**src/rtl/dspl_page_ctrl.sv**
```systemverilog
// Two-page display scheduler: latches A/B data words, rotates the shown page on a
// timer or a step pulse, and builds the registered d1..d8 digit words for the driver.
module dspl_page_ctrl #(
    parameter int unsigned ROT_CYCLES   = 50_000_000,
    parameter int unsigned FLASH_CYCLES = 12_500_000,
    parameter bit          LZB          = 1'b1
) (
    input  logic        clk,
    input  logic        rst,
    input  logic [2:0]  prog,
    input  logic [1:0]  modules,
    input  logic [15:0] data_a,
    input  logic        valid_a,
    input  logic [15:0] data_b,
    input  logic        valid_b,
    input  logic        next,
    input  logic        hold,
    output logic        page,
    output logic [5:0]  d1,
    output logic [5:0]  d2,
    output logic [5:0]  d3,
    output logic [5:0]  d4,
    output logic [5:0]  d5,
    output logic [5:0]  d6,
    output logic [5:0]  d7,
    output logic [5:0]  d8
);

    localparam int ROT_W = $clog2(ROT_CYCLES);
    localparam int FL_W  = $clog2(FLASH_CYCLES + 1);
    localparam logic [ROT_W-1:0] ROT_LAST = ROT_W'(ROT_CYCLES - 1);
    localparam logic [FL_W-1:0]  FL_LOAD  = FL_W'(FLASH_CYCLES);

    typedef enum logic {
        SHOW_A = 1'b0,
        SHOW_B = 1'b1
    } state_t;

    state_t           r_state;
    state_t           w_state_nxt;
    logic             w_advance;
    logic             w_shown_vld;
    logic [ROT_W-1:0] r_rot_cnt;
    logic [FL_W-1:0]  r_flash_cnt;
    logic [15:0]      r_reg_a;
    logic [15:0]      r_reg_b;
    logic [15:0]      w_v;
    logic [5:0]       w_d5, w_d6, w_d7, w_d8;
    logic [5:0]       r_d1, r_d2, r_d3, r_d4, r_d5, r_d6, r_d7, r_d8;

    function automatic logic [5:0] lit_digit(input logic [3:0] h);
        return {1'b1, h, 1'b0};
    endfunction

    always_ff @(posedge clk or posedge rst) begin
        if (rst) begin
            r_state <= SHOW_A;
        end else begin
            r_state <= w_state_nxt;
        end
    end

    // Step request and timer expiry collapse into a single toggle.
    always_comb begin
        w_advance   = 1'b0;
        w_state_nxt = r_state;
        w_shown_vld = valid_a;
        if (next || (!hold && (r_rot_cnt == ROT_LAST))) begin
            w_advance = 1'b1;
        end
        case (r_state)
            SHOW_A: begin
                w_shown_vld = valid_a;
                if (w_advance) w_state_nxt = SHOW_B;
            end
            SHOW_B: begin
                w_shown_vld = valid_b;
                if (w_advance) w_state_nxt = SHOW_A;
            end
            default: w_state_nxt = SHOW_A;
        endcase
    end

    always_ff @(posedge clk or posedge rst) begin
        if (rst) begin
            r_rot_cnt   <= '0;
            r_flash_cnt <= '0;
            r_reg_a     <= '0;
            r_reg_b     <= '0;
        end else begin
            if (valid_a) r_reg_a <= data_a;
            if (valid_b) r_reg_b <= data_b;

            if (w_advance) begin
                r_rot_cnt <= '0;
            end else if (!hold) begin
                r_rot_cnt <= r_rot_cnt + 1'b1;
            end

            // A page change discards any flash, even one requested this same cycle.
            if (w_advance) begin
                r_flash_cnt <= '0;
            end else if (w_shown_vld) begin
                r_flash_cnt <= FL_LOAD;
            end else if (r_flash_cnt != '0) begin
                r_flash_cnt <= r_flash_cnt - 1'b1;
            end
        end
    end

    always_comb begin
        w_v  = (r_state == SHOW_B) ? r_reg_b : r_reg_a;
        w_d5 = lit_digit(w_v[15:12]);
        w_d6 = lit_digit(w_v[11:8]);
        w_d7 = lit_digit(w_v[7:4]);
        w_d8 = lit_digit(w_v[3:0]);
        if (LZB) begin
            if (w_v[15:12] == 4'h0) w_d5 = 6'b0;
            if (w_v[15:8]  == 8'h0) w_d6 = 6'b0;
            if (w_v[15:4]  == 12'h0) w_d7 = 6'b0;
        end
        if (r_flash_cnt != '0) begin
            w_d5 = 6'b0;
            w_d6 = 6'b0;
            w_d7 = 6'b0;
            w_d8 = 6'b0;
        end
    end

    always_ff @(posedge clk or posedge rst) begin
        if (rst) begin
            r_d1 <= 6'b0;
            r_d2 <= 6'b0;
            r_d3 <= 6'b0;
            r_d4 <= 6'b0;
            r_d5 <= 6'b0;
            r_d6 <= 6'b0;
            r_d7 <= 6'b0;
            r_d8 <= 6'b0;
        end else begin
            r_d1 <= {1'b1, 1'b0, prog, 1'b0};
            r_d2 <= {1'b1, 2'b0, modules, 1'b0};
            r_d3 <= {1'b1, 3'b0, (r_state == SHOW_B), 1'b0};
            r_d4 <= 6'b0;
            r_d5 <= w_d5;
            r_d6 <= w_d6;
            r_d7 <= w_d7;
            r_d8 <= w_d8;
        end
    end

    assign page = (r_state == SHOW_B);
    assign d1   = r_d1;
    assign d2   = r_d2;
    assign d3   = r_d3;
    assign d4   = r_d4;
    assign d5   = r_d5;
    assign d6   = r_d6;
    assign d7   = r_d7;
    assign d8   = r_d8;

endmodule

```
**config.mk**
```make
export PLATFORM = sky130hd
export DESIGN_NAME = dspl_page_ctrl
export DESIGN_NICKNAME = d
export VERILOG_FILES = /design/src/rtl/dspl_page_ctrl.sv
export SDC_FILE = /design/constraint.sdc
export NUM_CORES = 1
export LEC_CHECK = 0
export ABC_AREA = 0
export BUFFER_PORTS_ARGS = -buffer_cell sky130_fd_sc_hd__buf_2
export CAP_MARGIN = 20
export CORE_AREA = 2 2 135 84
export CTS_BUF_LIST = sky130_fd_sc_hd__clkbuf_4 sky130_fd_sc_hd__clkbuf_8
export CTS_CLUSTER_DIAMETER = 50
export DETAILED_ROUTE_END_ITERATION = 10
export DIE_AREA = 0 0 137 86
export PLACE_DENSITY = 0.72
export SYNTH_ARGS = -nofsm -noshare
export SYNTH_HDL_FRONTEND = slang
export SYNTH_SLANG_ARGS = --single-unit
```
**constraint.sdc**
```tcl
create_clock -name clk -period 10.1 [get_ports clk]
set_clock_uncertainty 0.15 [all_clocks]
set_input_delay 1.515 -clock clk [delete_from_list [all_inputs] [get_ports clk]]
set_output_delay 1.515 -clock clk [all_outputs]
set_load 0.005 [all_outputs]
```
==> Yosys cells after proc, flatten, opt, wreduce, memory -nomap -nowiden <==
Index checks and enable logic that the tools add are counted.
W data, S select, Z words.
{ "totals": {"elab_cells": 43, "regBits": 116, "latch_bits": 0, "ram_bits": 0, "output_inout_bits": 49, "memories": 0, "mem_bits_ro": 0} }
{ "op_classes": {"shift": 0, "add_sub_neg": 2, "n_eq_ne": 2, "reduce_logical": 8, "n_mux": 18, "n_lt_le_gt_ge": 0, "div": 0, "n_mul": 0, "n_bitwise": 1} }
{ "ops": {"columns": ["op", "count"], "rows": [
  ["$mux W24", 3],
  ["$mux W26", 2],
  ["$mux W6", 7],
  ["$add A26 B1 Y26 const B", 1],
  ["$eq A26 B26 Y1 const B", 1],
  ["$reduce_bool A24 Y1", 1],
  ["$sub A24 B1 Y24 const B", 1],
  ["$mux W16", 1],
  ["$logic_not A12 Y1", 1],
  ["$logic_not A8 Y1", 1],
  ["$logic_not A4 Y1", 1],
  ["$pmux W1 S2", 2],
  ["$mux W1", 3],
  ["$reduce_bool A3 Y1", 1],
  ["$ne A2 B1 Y1 const B", 1],
  ["$logic_and A1 B1 Y1", 1],
  ["$logic_not A1 Y1", 1],
  ["$logic_or A1 B1 Y1", 1],
  ["$not A1 Y1", 1]
]} }

==> Longest topological paths before layout <==
Gate-level depths: netlist of run 1.
{ "depth": {"ltp_word": 6, "ltp_mapped": 8} }

==> Worst setup path before layout of run 1 <==
OpenSTA, ideal clock, no wires.
{ "synth_timing": {"path_type": "input to register", "from": "in hold", "to": "reg r_rot_cnt[15]", "t_arrival_ps": 2885, "slack_ps": 6988, "required_ps": 9873, "stages": 6, "cell_sequence": "buf_6 nand4b_4 or4_1 buf_2 or3_1 a21oi_1"} }
{ "synth_via": {"elab_chain_len": 5, "elab_cells_between_ends": 6, "classes_between": "1 x eq/ne; 2 x mux; 3 x reduce/logical"} }
{ "synth_rtl": {"columns": ["element", "line", "text"], "rows": [
  ["start, declared", "17", "input logic hold,"],
  ["$logic_not A1 Y1", null, null],
  ["$logic_and A1 B1 Y1", "68", "if (next || (!hold && (r_rot_cnt == ROT_LAST))) begin"],
  ["$logic_or A1 B1 Y1", "68", null],
  ["$mux W1", "68", null],
  ["$ne A2 B1 Y1 (no source line) or $mux W26 (tied branches)", null, null],
  ["end signal, assigned", "97", "r_rot_cnt <= r_rot_cnt + 1'b1;"],
  ["end, declared", "43", "logic [ROT_W-1:0] r_rot_cnt;"]
]} }
Several ways; a longest one is shown, not always the timed one.
A chain may end at the register's enable or synchronous reset.

==> Final worst setup path of run 1 <==
{ "layout_timing": {"from": "in hold", "to": "reg r_flash_cnt[19]"} }
{ "layout_via": {"elab_chain_len": 5, "elab_cells_between_ends": 6, "classes_between": "2 x mux; 4 x reduce/logical"} }
{ "layout_rtl": {"columns": ["element", "line", "text"], "rows": [
  ["$logic_not A1 Y1 *", null, null],
  ["$logic_and A1 B1 Y1 *", "68", null],
  ["$logic_or A1 B1 Y1 *", "68", null],
  ["$mux W1 *", "68", null],
  ["$reduce_bool A3 Y1 (no source line) or $mux W24 (tied branches)", null, null],
  ["end signal, assigned", "106", "r_flash_cnt <= r_flash_cnt - 1'b1;"],
  ["end, declared", "44", "logic [FL_W-1:0] r_flash_cnt;"]
]} }
Every way passes the cells marked *; elsewhere a longest branch is shown, timed or not.

==> results.md, run 1 <==
- Detailed placement finished with a half-perimeter wire length of 7728 um.
- The vertical die dimension is 86 um.
- The share of cells above drive strength 1 is 26.63%.
- Across every metal layer, demand over resource in global routing totals about a fifth.
- The initial utilization of the core area, before any placement, comes to around 50%.
- The setup path with the least slack is of type input pin to register.
- The signal arrival time at the worst endpoint is 3.69 ns.
- The synthesized design spends more area on one cell type than any other, namely sky130_fd_sc_hd__dfrtp_1.
- The wire length of the first global-routing pass is 17940 um.
- In this run the worst hold path is classified as register to register.
- The initial detailed-routing violation count is 294.
- Of the available clock period, the critical path in the final layout requires 35.93%.
- For this design, the CTS-stage hold fixing added 0 buffers.
- The number of gates resized after CTS is 0.
- The number of unique standard cell types used by synthesis is 53.
- The clock insertion delay at the later pin of the skew report is 0.38 ns.
- Power spread over the standard cell area amounts to 185.5 nW/um^2.
- The largest individual stage delay along the critical path comes from the cell sky130_fd_sc_hd__o41ai_2.
- Along the worst path, the maximum fanout reaches 20.
- The number of iterations in the first detailed-routing pass is 4.
- In this design, the stage delay of the slowest critical-path cell is about 0.82 ns.
- The launching instance or port of the critical path is hold.
- Clock tree synthesis selected as its root buffer the cell sky130_fd_sc_hd__clkbuf_8.
- The top cell type by area accounts for a little over half of the synthesized area.
- The layout overhead on the synthesized area is 11.25%.
- Setup violations remaining at the end of the flow were counted as 0.
- Entering global routing, the biggest net connects 65 pins.
- The count of nets left with antenna violations once routing finished came out at 0.
- The yosys synthesis warning count is 0.
- For the worst setup path, the data required time is 10.17 ns.
- The cell count after synthesis is 470.
- In this run the mean area of a mapped cell was 11.01 um^2.
- The beginning of the worst register-to-register path is r_rot_cnt[9].
- The core box area is 10450 um^2.
- The static power due to leakage is 2.649 nW.
- The most instantiated library cell after synthesis is sky130_fd_sc_hd__dfrtp_1.
- The global-route congestion overflow total is 0.
- Summing the sequential cell areas from Yosys gives 53.20% of the chip area.
- The TritonCTS clock tree is done.
- The routed via count divided by cell count is roughly 5.4.
- The number of enable-type register cells in the synthesized netlist is 0.
- The number of buffers inserted during clock tree synthesis is 9.
- Timing would allow up to 275.6 MHz.
- No sink is reached through more buffers than the 2 on the longest clock path.
- The finished layout holds 676 standard cells, fillers aside.
- By area the synthesized netlist is led by sky130_fd_sc_hd__dfrtp_1, sky130_fd_sc_hd__mux2_2, sky130_fd_sc_hd__nor2_1, sky130_fd_sc_hd__mux2i_1, sky130_fd_sc_hd__buf_4.
- The filler cell count in the final layout is between 900 and 1000.
- Buffers added to address setup during post-CTS repair amount to 0.
- After detailed routing, the average wire length per cell comes to 16.04 um.
- The floorplan die area is 11780 um^2.
- The synthesized flop and latch total is 110.
- For this design the top-level I/O count stands at 92.
- Setup repair after global routing left no endpoint under its margin.
- The final layout contains routed wiring with a total length of around 11000 um.
- Sorting the synthesized cells by how often they occur yields sky130_fd_sc_hd__dfrtp_1, sky130_fd_sc_hd__nor2_1, sky130_fd_sc_hd__mux2_2.
- The final number of max-transition violations is 0.
- Across the VDD grid, the largest voltage drop is approximately 0.089 mV.
- The count of endpoints failing hold in the final timing report came to 0.
- The sort of element at the end of the critical path is a register.
- The chip width is approximately 140 um.
- The share of synthesized flip-flops with an asynchronous set or reset is 100.0%.
- The count of max-cap constraint violations is 0.
- The number of core rows is 29.
- The run finished with clean final reports.
- The number of sinks driven by the clock tree is 110.
- The initial antenna violation count came to 0.
- The worst min-delay path startpoint is r_reg_a[1].
- The number of H-tree levels is 3.
- The number of placed instances, taps included, is 660.
- The launching element type of the critical path is an input pin.
- The final layout contains 578 nets.
- Port buffering added 72 buffers.
- The number of global-route vias before repair came to 3481.
- The final weighted congestion in routability-driven placement is 0.8633.
- The setup check on the worst reg-to-reg path leaves a slack of ~7.1 ns.
- For the pin with the worst max-slew slack, the measured transition is 0.9626 ns.
- The headroom to the max-slew limit is 35.12%.
- After clock tree synthesis, the clock-pin slew on the worst setup and hold paths is 0.11 ns.
- The number of DRC violations after detailed routing is 0.
- The final antenna diode count is 0.
- The shortest clock period the worst path allows after layout is 3.629 ns.
- The count of vias placed by the detailed router is 3675.
- In the final timing run, aggregate negative setup slack is 0 ns.
- The top flip-flop cell by instance count after synthesis is sky130_fd_sc_hd__dfrtp_1.
- Summing every instance area after synthesis gives 5174 um^2.
- Traced cell by cell, the critical path runs through buf_2 > and3b_2 > nand2_1 > o41ai_2 > buf_4 > o21bai_2 > a31oi_1.
## layout make-up
class | count | area (um^2) | share of cell area [%]
Clock buffer | 10 | 131.4 | 2.283
Clock inverter | 6 | 75.07 | 1.304
Inverter | 9 | 36.28 | 0.6304
Multi-Input combinational cell | 327 | 2203 | 38.28
Sequential cell | 110 | 2753 | 47.83
Tap cell | 139 | 173.9 | 3.022
Timing Repair Buffer | 75 | 382.9 | 6.652
## kinds of logic (layout without fill, tap and decap cells)
| logic type | after synthesis | in the layout | share of synthesized area (%) |
|---|---|---|---|
| buf+inv | 51 | 100 | 5.659 |
| flops | 110 | 110 | 53.20 |
| xor+xnor | 35 | 35 | 5.925 |
| simple gates | 179 | 179 | 19.18 |
| compound gates | 38 | 38 | 4.305 |
| mux | 52 | 52 | 10.86 |
| fa+ha+maj | 3 | 3 | 0.7256 |
| other cells | 2 | 20 | 0.1452 |
## critical path, delay by kind of cell
kind,cells,cell delay (ns)
AO/OA/AOI/OAI,3,1.19
buffers and inverters,2,0.54
AND/OR/NAND/NOR,2,0.44
## layer usage
| metal | up-vias | part of all wire (%) | wire length, um | GRT usage (%) |
|---|---|---|---|---|
| li1 | 1722 | - | - | - |
| met1 | 1826 | 51 | 5550 | 31.03 |
| met2 | 117 | 42 | 4552 | 27.54 |
| met3 | 10 | 6.0 | 649 | 4.728 |
| met4 | 0 | 0.82 | 89 | 3.843 |
| met5 | - | 0 | 0 | 0 |
## layout by cell type, fill, tap and decap left out, drive strengths merged, types with 2 or more instances in the layout
cell type / n
or4: 5
nor3b: 2
or2: 4
and3: 5
a31oi: 3
xor2: 19
nand2: 21
inv: 13
or3: 5
nor2: 66
a21oi: 16
mux2: 33
dfrtp: 110
clkbuf: 10
nand4: 12
nand2b: 2
conb: 20
nand3b: 2
nor3: 16
o211ai: 2
mux2i: 19
nand4b: 2
ha: 3
xnor2: 16
nor4b: 2
and4: 2
buf: 75
o31ai: 3
nor4: 15
nand3: 14
o21ai: 10
## final timing paths
kind	endpoint	cells past startpoint
worst max-delay path	r_flash_cnt[19]	7
max in group asynchronous	r_rot_cnt[13]	3
min in group asynchronous	d1[3]	2
worst max register to register	r_flash_cnt[19]	6
worst min register to register	r_reg_a[1]	1
worst min-delay path	r_reg_a[1]	1
## registers in the layout, indices dropped and copies added, names as in the netlist
| signal | count |
|---|---|
| d3 | 2 |
| r_rot_cnt | 26 |
| d1 | 3 |
| r_flash_cnt | 24 |
| r_reg_b | 16 |
| d6 | 5 |
| d5 | 5 |
| d8 | 5 |
| page | 1 |
| d7 | 5 |
| r_reg_a | 16 |
| d2 | 2 |
## power breakdown
part	leakage, nW	switching [mW]	total [mW]	internal (mW)
sequential	1.42	0.0432	0.524	0.481
combinational	1.12	0.153	0.266	0.113
clock	0.103	0.155	0.277	0.122
## stage by stage
step                hold WS (ns)  util, %  worst slack (ns)  total power, mW  area [um^2]
floorplan                 0.2441        -             5.533           0.7339         5241
global placement          0.3402    53.10             6.230           0.7858         5549
detailed placement        0.3484    53.10             6.069           0.7959         5549
CTS                       0.3757    55.08             6.498            1.073         5756
global route              0.3954    55.08             6.262            1.133         5756
finish                    0.3673    55.08             6.471            1.068         5756
Power figures use the tool's default switching activity.
==> run 2, diff against run 1 <==
--- a/config.mk
+++ b/config.mk
@@ -13,7 +13,7 @@
 export CTS_CLUSTER_DIAMETER = 50
 export DETAILED_ROUTE_END_ITERATION = 10
 export DIE_AREA = 0 0 137 86
-export PLACE_DENSITY = 0.72
+export PLACE_DENSITY = 0.74
 export SYNTH_ARGS = -nofsm -noshare
 export SYNTH_HDL_FRONTEND = slang
 export SYNTH_SLANG_ARGS = --single-unit
==> constraint.sdc (replaced) <==
create_clock -name clk -period 2.99 [get_ports clk]
set_clock_uncertainty 0.15 [all_clocks]
set_input_delay 0.4485 -clock clk [delete_from_list [all_inputs] [get_ports clk]]
set_output_delay 0.4485 -clock clk [all_outputs]
set_load 0.005 [all_outputs]
==> results.md, run 2 (synthesized netlist as in run 1, its figures left out) <==
- The internal portion of total power is 2.444 mW (+240%).
- STA classifies the critical path startpoint as a register.
- The top fanout value on the critical path came to 12 (-40%).
- The final core utilization came to 55.34% (+0.26 points).
- The min-delay analysis places its worst path in the category input pin to register.
- The TritonCTS clock tree is done.
- The fraction of power spent switching nets is 31.77% (-1.2 points).
- The number of gates resized after CTS is 0 (unchanged).
- The number of sinks driven by the clock tree is 110 (unchanged).
- The launching instance or port of the critical path is r_flash_cnt[8].
- The net switching power was 1.138 mW (+220%).
- The global-route congestion overflow total is 0 (unchanged).
- Leaving out fill and tap cells, the most frequent cells in the layout are sky130_fd_sc_hd__dfrtp_1, sky130_fd_sc_hd__buf_2, sky130_fd_sc_hd__nor2_1.
- The delay of the slowest cell on the worst path came to 0.50 ns (-0.32 ns).
- The maximum number of buffers from clock root to sink is 2 (unchanged).
- The static power due to leakage is 2.664 nW (+0.54%).
- The cts-stage hold buffer count was 0 (unchanged).
- The core box area is 10450 um^2 (unchanged).
- The required time at the worst-slack endpoint is 3.04 ns (-7.13 ns).
- The part of the total power dissipated in the clock network is 25.7% (-0.3 points).
- The headroom to the max-slew limit is 40.80% (+5.7 points).
- The setup total negative slack is 0 ns (unchanged).
- The signal arrival time at the worst endpoint was 2.43 ns (-1.26 ns).
- For this run, the top clock speed supported by timing is between 400 and 500 MHz.
- The total setup violations reported at the end of the flow is 0 (unchanged).
- The floorplan die area is 11780 um^2 (unchanged).
- The post-route antenna net violation count came to 0 (unchanged).
- The actual slew at the worst max-slew pin is 0.8633 ns (-0.09934 ns).
- The total track usage is 19.51% (-0.16 points).
- The number of iterations in the first detailed-routing pass was 4 (unchanged).
- The wire length of the first global-routing pass is 17980 um (+0.23%).
- The final number of max-transition violations came to 0 (unchanged).
- The layout net count is 580 (+0.35%).
- The per-cell routed wire length was 15.80 um (-1.5%).
- The pin count of the biggest net entering global routing is 111 (+71%).
- The number of buffers inserted during clock tree synthesis is 9 (unchanged).
- The final antenna diode count came to 0 (unchanged).
- The clock insertion delay at the later pin of the skew report was 0.37 ns (about the same).
- The run finished with clean final reports.
- The count of endpoints failing hold in the final timing report is 0 (unchanged).
- The number of H-tree levels came to 3 (unchanged).
- The number of DRC violations after detailed routing is 0 (unchanged).
- The placed wire-length estimate after detailed placement was 7738 um (+0.13%).
- The routed via count divided by cell count is 5.327 (-2.0%).
- The count of max-cap constraint violations is 0 (unchanged).
- The library cell used most frequently in the layout, excluding fill and tap cells, is sky130_fd_sc_hd__dfrtp_1.
- The power per standard cell area is 619.3 nW/um^2 (+230%).
- The largest registers in the layout are r_rot_cnt x26, r_flash_cnt x24.
- The worst hold path begins at modules[0].
- The vertical die dimension is 86 um (unchanged).
- The initial antenna violation count is 0 (unchanged).
- The starting density of the core is 49.51% (unchanged).
- The proportion of power drawn by combinational gates was 24.3% (-0.6 points).
- The flip-flop count of the largest register, all copies and words added was 26 (unchanged).
- Setup repair after global routing left no endpoint under its margin.
- The sort of element at the end of the critical path is a register.
- The layout overhead on the synthesized area is 11.78%.
- The quantity of I/O buffers inserted on ports came to 72 (unchanged).
- The final weighted congestion in routability-driven placement is 0.8895 (+3.0%).
- The number of global-route vias before repair is 3618 (+3.9%).
- Counting flops per register, the top entry is r_rot_cnt.
- The number of buffers added for setup after CTS is 0 (unchanged).
- The number of core rows was 29 (unchanged).
- The shortest clock period the worst path allows after layout is 2.375 ns.
- The filler cell count in the final layout is 921 (+1.3%).
- The final non-filler cell total was 678 (+0.30%).
- The share of cells above drive strength 1 is 26.90% (+0.27 points).
- The number of cells in the design after placement is 662 (+0.30%).
- The maximum resistive drop on vdd is 0.2770 mV (+210%).
- The setup path with the least slack is of type register to register.
- The initial detailed-routing violation count is 252 (-14%).
- The period utilization is about four fifths.
- The worst hold margin is 0.02659 ns (-0.3407 ns).
- The count of vias placed by the detailed router is 3612 (-1.7%).
- The proportion of power drawn by flip-flops and latches is 50.0% (+0.9 points).
- The total power of the final layout is 3.582 mW (+240%).
- The tree is rooted in a sky130_fd_sc_hd__clkbuf_8.
- The top-level I/O count is 92 (unchanged).
- The signal on the critical path passes through nor4_1 > nand4_1 > nor3_1 > mux2i_1 > a21oi_1.
- The chip width is 137 um (unchanged).
- The detailed-route wire length is 10710 um (-1.2%).
- For this design, the slowest cell found on the critical path is sky130_fd_sc_hd__nand4_1.
- The clock-pin transition on the worst setup and hold timing paths is 0.10 ns (about the same).
- The beginning of the worst register-to-register path is r_flash_cnt[8].
## run 2: cell type report
cell class | count | area, um^2 | area share, %
Tap cell | 139 | 173.9 | 3.007
Clock buffer | 12 | 152.6 | 2.640
Timing Repair Buffer | 77 | 410.4 | 7.096
Multi-Input combinational cell | 327 | 2203 | 38.10
Clock inverter | 4 | 52.55 | 0.9087
Inverter | 9 | 37.54 | 0.6491
Sequential cell | 110 | 2753 | 47.60
## run 2: final timing paths
kind	to	slack (ns)	cells after the start
worst max-delay path	r_flash_cnt[15]	0.61	5
worst min-delay path	d2[1]	0.03	1
worst max register to register	r_flash_cnt[15]	0.61	5
worst min register to register	r_reg_a[0]	0.37	1
max in group asynchronous	r_flash_cnt[8]	2.15	3
min in group asynchronous	d2[1]	0.08	3
## run 2: layer usage
layer / up-vias / part of all wire [%] / wire length [um] / global-route usage [%]
met4: 0 / 0.55 / 59 / 3.749
met3: 6 / 4.6 / 493 / 4.610
met1: 1799 / 51 / 5485 / 29.83
met5: - / 0 / 0 / 0
li1: 1720 / - / - / -
met2: 87 / 44 / 4672 / 28.45
## run 2: worst max-delay path, delay by kind of cell (launching register included)
| kind | cells | cell delay, ns |
|---|---|---|
| and+or+nand+nor | 3 | 1.33 |
| DFF | 1 | 0.44 |
| muxes | 1 | 0.22 |
| AOI/OAI and AO/OA | 1 | 0.08 |
## run 2: power by group through the flow
stage / Combinational, mW / Clock [mW] / Sequential [mW]
5_1_grt: 0.975 / 1.01 / 1.81
3_5_place_dp: 0.863 / 0 / 1.82
4_1_cts: 0.869 / 0.942 / 1.79
2_1_floorplan: 0.713 / 0 / 1.77
3_3_place_gp: 0.833 / 0 / 1.81
6_report: 0.871 / 0.920 / 1.79
## run 2: through the flow
stage	worst slack, ns	area [um^2]
floorplan	0.9442	5245
detailed placement	0.6575	5578
global route	0.3977	5783
finish	0.6146	5783
CTS	0.6236	5783
global placement	0.7425	5578
